==> src/rtl/ir_beam_emitter.sv <==
// IR beam-break transmitter: emits carrier-modulated burst/gap frames while armed
// and raises beam_broken_o after MISS_LIMIT consecutive frames without an echo.
module ir_beam_emitter #(
  parameter int HALF_PERIOD  = 658,
  parameter int BURST_CYCLES = 20,
  parameter int GAP_CYCLES   = 20,
  parameter int MISS_LIMIT   = 3
) (
  input  logic clk_i,
  input  logic rst_i,
  input  logic system_armed_i,
  input  logic ir_echo_i,
  output logic ir_led_o,
  output logic burst_active_o,
  output logic frame_strobe_o,
  output logic beam_broken_o
);

  // state   | meaning
  // S_IDLE  | disarmed, LED off, miss history cleared
  // S_BURST | LED toggles every HALF_PERIOD clks, echo window open
  // S_GAP   | LED off, echo window open, last cycle evaluates the frame

  localparam int BURST_LEN = 2 * HALF_PERIOD * BURST_CYCLES;
  localparam int GAP_LEN   = 2 * HALF_PERIOD * GAP_CYCLES;
  localparam int CNT_MAX   = ((BURST_LEN > GAP_LEN) ? BURST_LEN : GAP_LEN) - 1;
  localparam int CNT_W     = (CNT_MAX > 0) ? $clog2(CNT_MAX + 1) : 1;
  localparam int HP_W      = (HALF_PERIOD > 1) ? $clog2(HALF_PERIOD) : 1;
  localparam int MISS_W    = (MISS_LIMIT > 1) ? $clog2(MISS_LIMIT + 1) : 1;

  localparam logic [CNT_W-1:0]  BURST_LOAD = CNT_W'(BURST_LEN - 1);
  localparam logic [CNT_W-1:0]  GAP_LOAD   = CNT_W'(GAP_LEN - 1);
  localparam logic [HP_W-1:0]   HP_LOAD    = HP_W'(HALF_PERIOD - 1);
  localparam logic [MISS_W-1:0] MISS_MAX   = MISS_W'(MISS_LIMIT);

  typedef enum logic [1:0] {
    S_IDLE  = 2'd0,
    S_BURST = 2'd1,
    S_GAP   = 2'd2
  } state_t;

  state_t            state_q;
  logic [CNT_W-1:0]  cnt_q;
  logic [HP_W-1:0]   hp_q;
  logic [MISS_W-1:0] miss_q;
  logic [MISS_W-1:0] miss_d;
  logic              sync1_q, sync2_q;
  logic              echo_seen_q;
  logic              echo_acc;
  logic              led_q, burst_q, strobe_q, beam_q;

  always_ff @(posedge clk_i or posedge rst_i) begin
    if (rst_i) begin
      sync1_q <= 1'b0;
      sync2_q <= 1'b0;
    end else begin
      sync1_q <= ir_echo_i;
      sync2_q <= sync1_q;
    end
  end

  // A synchronised echo on the strobe cycle still counts for the closing frame.
  assign echo_acc = echo_seen_q | sync2_q;

  always_comb begin
    miss_d = miss_q;
    if (echo_acc)
      miss_d = '0;
    else if (miss_q != MISS_MAX)
      miss_d = miss_q + 1'b1;
  end

  always_ff @(posedge clk_i or posedge rst_i) begin
    if (rst_i) begin
      state_q     <= S_IDLE;
      cnt_q       <= '0;
      hp_q        <= '0;
      miss_q      <= '0;
      echo_seen_q <= 1'b0;
      led_q       <= 1'b0;
      burst_q     <= 1'b0;
      strobe_q    <= 1'b0;
      beam_q      <= 1'b0;
    end else if (!system_armed_i) begin
      state_q     <= S_IDLE;
      cnt_q       <= '0;
      hp_q        <= '0;
      miss_q      <= '0;
      echo_seen_q <= 1'b0;
      led_q       <= 1'b0;
      burst_q     <= 1'b0;
      strobe_q    <= 1'b0;
      beam_q      <= 1'b0;
    end else begin
      case (state_q)
        S_IDLE: begin
          state_q     <= S_BURST;
          cnt_q       <= BURST_LOAD;
          hp_q        <= HP_LOAD;
          echo_seen_q <= 1'b0;
          led_q       <= 1'b1;
          burst_q     <= 1'b1;
          strobe_q    <= 1'b0;
        end
        S_BURST: begin
          echo_seen_q <= echo_acc;
          if (hp_q == '0) begin
            led_q <= ~led_q;
            hp_q  <= HP_LOAD;
          end else begin
            hp_q <= hp_q - 1'b1;
          end
          if (cnt_q == '0) begin
            state_q  <= S_GAP;
            cnt_q    <= GAP_LOAD;
            led_q    <= 1'b0;
            burst_q  <= 1'b0;
            strobe_q <= (GAP_LOAD == '0);
          end else begin
            cnt_q <= cnt_q - 1'b1;
          end
        end
        S_GAP: begin
          if (cnt_q == '0) begin
            miss_q      <= miss_d;
            beam_q      <= (miss_d == MISS_MAX);
            state_q     <= S_BURST;
            cnt_q       <= BURST_LOAD;
            hp_q        <= HP_LOAD;
            echo_seen_q <= 1'b0;
            led_q       <= 1'b1;
            burst_q     <= 1'b1;
            strobe_q    <= 1'b0;
          end else begin
            echo_seen_q <= echo_acc;
            cnt_q       <= cnt_q - 1'b1;
            strobe_q    <= (cnt_q == CNT_W'(1));
          end
        end
        default: begin
          state_q  <= S_IDLE;
          led_q    <= 1'b0;
          burst_q  <= 1'b0;
          strobe_q <= 1'b0;
        end
      endcase
    end
  end

  assign ir_led_o       = led_q;
  assign burst_active_o = burst_q;
  assign frame_strobe_o = strobe_q;
  assign beam_broken_o  = beam_q;

endmodule

==> config.mk <==
export PLATFORM = sky130hd
export DESIGN_NAME = ir_beam_emitter
export DESIGN_NICKNAME = d
export VERILOG_FILES = /design/src/rtl/ir_beam_emitter.sv
export SDC_FILE = /design/constraint.sdc
export NUM_CORES = 1
export LEC_CHECK = 0
export CAP_MARGIN = 5
export CORE_ASPECT_RATIO = 1.1
export CORE_MARGIN = 4
export CORE_UTILIZATION = 35
export CTS_CLUSTER_SIZE = 14
export DETAILED_ROUTE_END_ITERATION = 8
export PLACE_DENSITY = 0.57
export SLEW_MARGIN = 40
export SYNTH_ARGS = -nofsm -noshare
export SYNTH_HDL_FRONTEND = slang
export SYNTH_SLANG_ARGS = --single-unit
==> constraint.sdc <==
create_clock -name clk_i -period 5.5 [get_ports clk_i]
set_clock_uncertainty 0.2 [all_clocks]
set_input_delay 1.1 -clock clk_i [delete_from_list [all_inputs] [get_ports clk_i]]
set_output_delay 1.1 -clock clk_i [all_outputs]
set_load 0.02 [all_outputs]
### Word level (Yosys, flattened, before mapping)

Index checks and enable logic that the tools add are counted.

| storage, ports and cells | value |
|---|---|
| word-level logic and storage cells | 69 |
| bits in registers | 36 |
| bits of input ports | 4 |

| operators by class | value |
|---|---|
| $add $sub $neg | 3 |
| bitwise operators | 2 |
| reductions and logical operators | 8 |
| mux-type cells | 33 |
| equality and inequality tests | 12 |

Operator list:

| cell | number |
|---|---|
| 10-bit 2-to-1 mux | 3 |
| 15-bit 2-to-1 mux | 2 |
| 10-bit case mux with 3 select lines | 1 |
| 15-bit case mux with 2 select lines | 1 |
| 2-bit 2-to-1 mux | 8 |
| 15-bit by 1-bit == test with 1-bit output (second input constant) | 1 |
| 15-bit logical NOT | 1 |
| 15-bit by 1-bit subtractor with 15-bit output (second input constant) | 1 |
| 1-bit 2-to-1 mux | 13 |
| 10-bit logical NOT | 1 |
| 10-bit by 1-bit subtractor with 10-bit output (second input constant) | 1 |
| 1-bit case mux with 3 select lines | 3 |
| 2-bit AND reduction | 4 |
| 3-bit != test (second input constant) | 2 |
| 2-bit case mux with 3 select lines | 1 |
| 2-bit == test (second input constant) | 2 |
| 2-bit by 1-bit != test with 1-bit output (second input constant) | 2 |
| 4-bit by 1-bit != test with 1-bit output (second input constant) | 1 |
| 4-bit != test (second input constant) | 1 |
| 3-bit by 2-bit != test with 1-bit output (second input constant) | 1 |
| 2-bit by 1-bit adder with 2-bit output (second input constant) | 1 |
| 2-bit by 1-bit == test with 1-bit output (second input constant) | 1 |
| 2-bit logical NOT | 1 |
| 2-bit != test (second input constant) | 1 |
| 4 further kinds | 4 |

### Logic depth before layout (Yosys ltp)

| logic depth | value |
|---|---|
| depth in word-level cells | 7 |
| mapped depth | 8 |
| mapped depth without buffers | 6 |

### Worst setup path after synthesis

No wires, ideal clock.

| timing path | value |
|---|---|
| path type | input port to flip-flop |
| start point | in system_armed_i |
| end point | reg hp_q[1] |
| arrival | 2.134 ns |
| stages on the path | 4 |
| path buffers | 1 |
| setup time | 0.125 ns |
| path slack | 3.041 ns |
| required time | 5.175 ns |
| cells stage by stage | clkbuf_1 -> nand2_1 -> o21ai_1 -> mux2_2 |

| between the ends | value |
|---|---|
| word-level cells in the longest chain between the ends | 2 |
| elaborated cells on any way between the ends | 4 |

Ends and longest elaborated chain:

| element | line | RTL |
|---|---|---|
| start, declared | 11 | `input logic system_armed_i,` |
| 4-bit by 1-bit != test with 1-bit output (no line) / 3-bit != test (equally long branches) | - |  |
| 2-bit AND reduction (no line) | - |  |
| end signal, assigned | 111 | `hp_q <= hp_q - 1'b1;` |
| end, declared | 44 | `logic [HP_W-1:0] hp_q;` |

Parallel ways exist; a longest one is shown, timed or not.
A chain may end at the register's enable or synchronous reset.

### Final worst setup path

| timing path | value |
|---|---|
| start point | reg cnt_q[0] |
| end point | reg hp_q[5] |

| between the ends | value |
|---|---|
| word-level cells in the longest chain between the ends | 3 |

Ends and longest elaborated chain:

| element | line | RTL |
|---|---|---|
| start, declared | 43 | `logic [CNT_W-1:0] cnt_q;` |
| start signal, assigned | 120 | `cnt_q <= cnt_q - 1'b1;` |
| start signal, assigned | 136 | `cnt_q <= cnt_q - 1'b1;` |
| 15-bit logical NOT | 124 | `if (cnt_q == '0) begin` |
| 3-bit != test (no line) | - |  |
| 2-bit AND reduction (no line) | - |  |

No other way between the ends.

==> results by group <==
Route
  – Routed WL: 5750 um
  – Vias per cell: 6.10
  – Via count: 1,994
  – Post-route ant nets: 0
  – Initial DRC Count: 148
  – Pre-antenna DRT Iters: 5
  – DRC: 0
  – Routed len/inst: 17.6 um

Cells and area
  – Share of post-route cells with drive strength above 1: 11.3%
  – Nets: 260
  – Finished Layout Cells: 327
  – Layout overhead on the synthesized area: 5.92%
  – Ant diodes: 0

Clocking
  – CTS H-tree depth: 2
  – Clk root buf: clkbuf_8
  – Num CTS Buffers: 5
  – Later-pin clock latency in the skew report: 0.29 ns
  – Hold_buf cts: 0
  – Post-cts sizing count: 0
  – Clock-pin slew on the worst setup and hold paths: 0.07 ns
  – # clock sinks: 35
  – CTS Buffer Depth: 2
  – Post-CTS setup buffer count: 0
  – CTS tree: done

Worst hold path
  – Hold_sp: sync1_q$_DFF_PP0_
  – Hold Path Class: reg -> reg
  – Hold path depth: 0
  – Hold Path Sink: sync2_q$_DFF_PP0_

Place
  – Post-DP HPWL: 3770 um
  – GPL Wtd Cong: 0.800
  – Placed cell count: 321
  – Port Buffers: 7

Worst setup path
  – Reg-to-reg critical path endpoint: hp_q[5]$_DFFE_PP0P_
  – Worst stage delay on the critical path: 0.70 ns
  – CP arrival: 2.80 ns
  – Startpoint Class: flop
  – Flop2flop setup slack: 2.68 ns
  – Crit-path cells: inv_1 -> ha_1 -> nor4b_1 -> and4_1 -> o21ai_1 -> o41ai_1
  – CP max-delay cell: and4_1
  – R2R depth: 6
  – CP Data Required Time: 5.48 ns
  – Worst path bufs/invs: 1
  – Family with the most delay on the worst path: simple AND/OR/NAND/NOR gates
  – Crit Reg-Reg Startpoint: cnt_q[0]$_DFFE_PP0P_
  – Crit path max fanout: 16
  – Crit Path Class: reg -> reg
  – Crit path capture type: flop

Global route
  – Gr usage total: 15.6%
  – Largest net degree at the start of global routing: 36
  – First-pass GRT wire length: 9830 um
  – Grt ovf: 0
  – Vias in the first global route: 1,952
  – Initial antenna violation count: 0

Synth
  – Sequential element share of the synthesized area: 38.4%
  – Cell variety after synth: 54
  – Post-synth design cell area: 2280 um^2
  – Post-synth EDFFs: 0
  – Syn Nets: 262
  – Share of synthesized registers carrying an async set or reset: 100%
  – Gate Count Post-Synth: 250
  – #FFs+latches synth: 35
  – Syn avg cell area: 9.13 um^2
  – Ys Warns: 0
  – Post-synth top flop: dfrtp_1

Floorplan
  – Die width: 85.0 um
  – Placeable Area: 6270 um^2
  – Die H: 92.7 um
  – Starting Density: 36.4%
  – # rows: 30
  – I/O pin count: 8
  – Die area: 7880 um^2

STA
  – Worst-Margin Slew: 0.665 ns
  – Fin. Hold Viols: 0
  – Setup_tns: 0 ns
  – Final setup viols: 0
  – Crit share post-route: 51.3%
  – Min cycle time layout: 2.82 ns
  – Rel. slew slack: 55.6%
  – RSZ-0062 raised after global routing: false
  – Max frequency: 0.354 GHz
  – Count of pins over their slew limit: 0

Pwr
  – Pleak: 0.973 nW
  – Comb pwr share: 32.3%
  – Sw Pwr: 276 uW
  – Net Sw Frac: 37.2%
  – Pwr/cell area: 307 nW/um^2
  – Worst IR Drop VDD: 0.000126 V
  – Power Total: 743 uW
  – Cell Int Power: 467 uW
  – Flop pwr share: 43.9%
  – Clock power frac: 23.7%

Job
  – Max Cap Viol: 0

Outcome
  – Status: complete, no violations
power by group through the flow:
stage / registers, mW / clock network [mW] / logic [mW]
after floorplan: 0.321 / 0 / 0.191
after global placement: 0.329 / 0 / 0.237
after detailed placement: 0.330 / 0 / 0.238
after CTS: 0.325 / 0.183 / 0.239
after global routing: 0.332 / 0.193 / 0.271
final: 0.326 / 0.176 / 0.240
how the worst max path moves through the flow:
stage	startpoint	to	depth (start not counted)
after floorplan	system_armed_i	hp_q[1]$_DFFE_PP0P_	4
after global placement	system_armed_i	ir_led_o$_DFFE_PP0P_	5
after detailed placement	cnt_q[6]$_DFFE_PP0P_	hp_q[5]$_DFFE_PP0P_	4
after CTS	cnt_q[6]$_DFFE_PP0P_	hp_q[5]$_DFFE_PP0P_	4
after global routing	cnt_q[0]$_DFFE_PP0P_	hp_q[5]$_DFFE_PP0P_	6
final	cnt_q[0]$_DFFE_PP0P_	hp_q[5]$_DFFE_PP0P_	6
stage by stage:
stage / instance area, um^2 / util (%) / hold slack (ns) / setup slack [ns]
floorplan: 2280 / - / 0.131 / 3.04
global placement: 2330 / 37.2 / 0.142 / 1.83
CTS: 2410 / 38.4 / 0.159 / 2.57
global route: 2420 / 38.6 / 0.163 / 2.31
finish: 2420 / 38.6 / 0.154 / 2.68
detailed placement: 2340 / 37.3 / 0.143 / 2.62
metal layers:
layer  GRT usage [%]  wire, um
met1            19.4      2450
met2            27.3      3000
met4            4.62        61
met5               0         0
met3            2.76       238
kinds of logic (layout without fill, tap and decap cells):
logic type               after synthesis  after routing  synth area share [%]
AO/OA/AOI/OAI                         72             72                  23.1
XOR/XNOR                               1              1                 0.384
adder cells (fa/ha/maj)                8              8                  4.39
buffers and inverters                 36             33                  8.88
flip-flops                            35             35                  38.4
multiplexers                           4              4                  1.86
AND/OR/NAND/NOR                       94             94                  23.0
sequential cells by signal, summed over array words and instances (netlist names):
signal / flops
ir_led_o: 1
frame_strobe_o: 1
state_q: 1
beam_broken_o: 1
cnt_q: 15
sync2_q: 1
burst_active_o: 1
sync1_q: 1
hp_q: 10
echo_seen_q: 1
miss_q: 2
layout by cell type (no fill, tap or decap), types with 3 or more instances in the layout:
cell             instances
nand2_1                 20
or4_1                    9
a21oi_1                 13
a221oi_1                 3
a31oi_1                  8
o22ai_1                  4
nor4_1                   6
and3_1                   3
o31ai_1                  4
o211ai_1                 4
nor2_1                  10
nand3_1                 11
o21ai_0                  6
clkbuf_8                 5
nand4_1                  8
o221a_2                  8
or2_2                    3
nor3_1                  11
ha_1                     8
inv_1                   18
clkdlybuf4s50_1          6
dfrtp_1                 35
synth_stat cells (8+ instances only):
library cell / number / area (um^2)
dfrtp_1: 35 / 876
nand2_1: 20 / 75.1
inv_1: 18 / 67.6
a21oi_1: 13 / 65.1
nand3_1: 11 / 55.1
nor2_1: 11 / 41.3
nor3_1: 11 / 55.1
or4_1: 9 / 67.6
a31oi_1: 8 / 50.1
clkbuf_1: 8 / 30.0
ha_1: 8 / 100
nand4_1: 8 / 50.1
o221a_2: 8 / 90.1
layout make-up:
| class | instances | area [um^2] |
|---|---|---|
| inverters | 18 | 67.6 |
| flip-flops and latches | 35 | 876 |
| well taps | 80 | 100 |
| multi-input cells | 179 | 1220 |
| clock buffers | 6 | 72.6 |
| repair buffers | 9 | 80.1 |
| fillers | 624 | 3850 |
No activity file was read; power rests on OpenSTA's default activity.
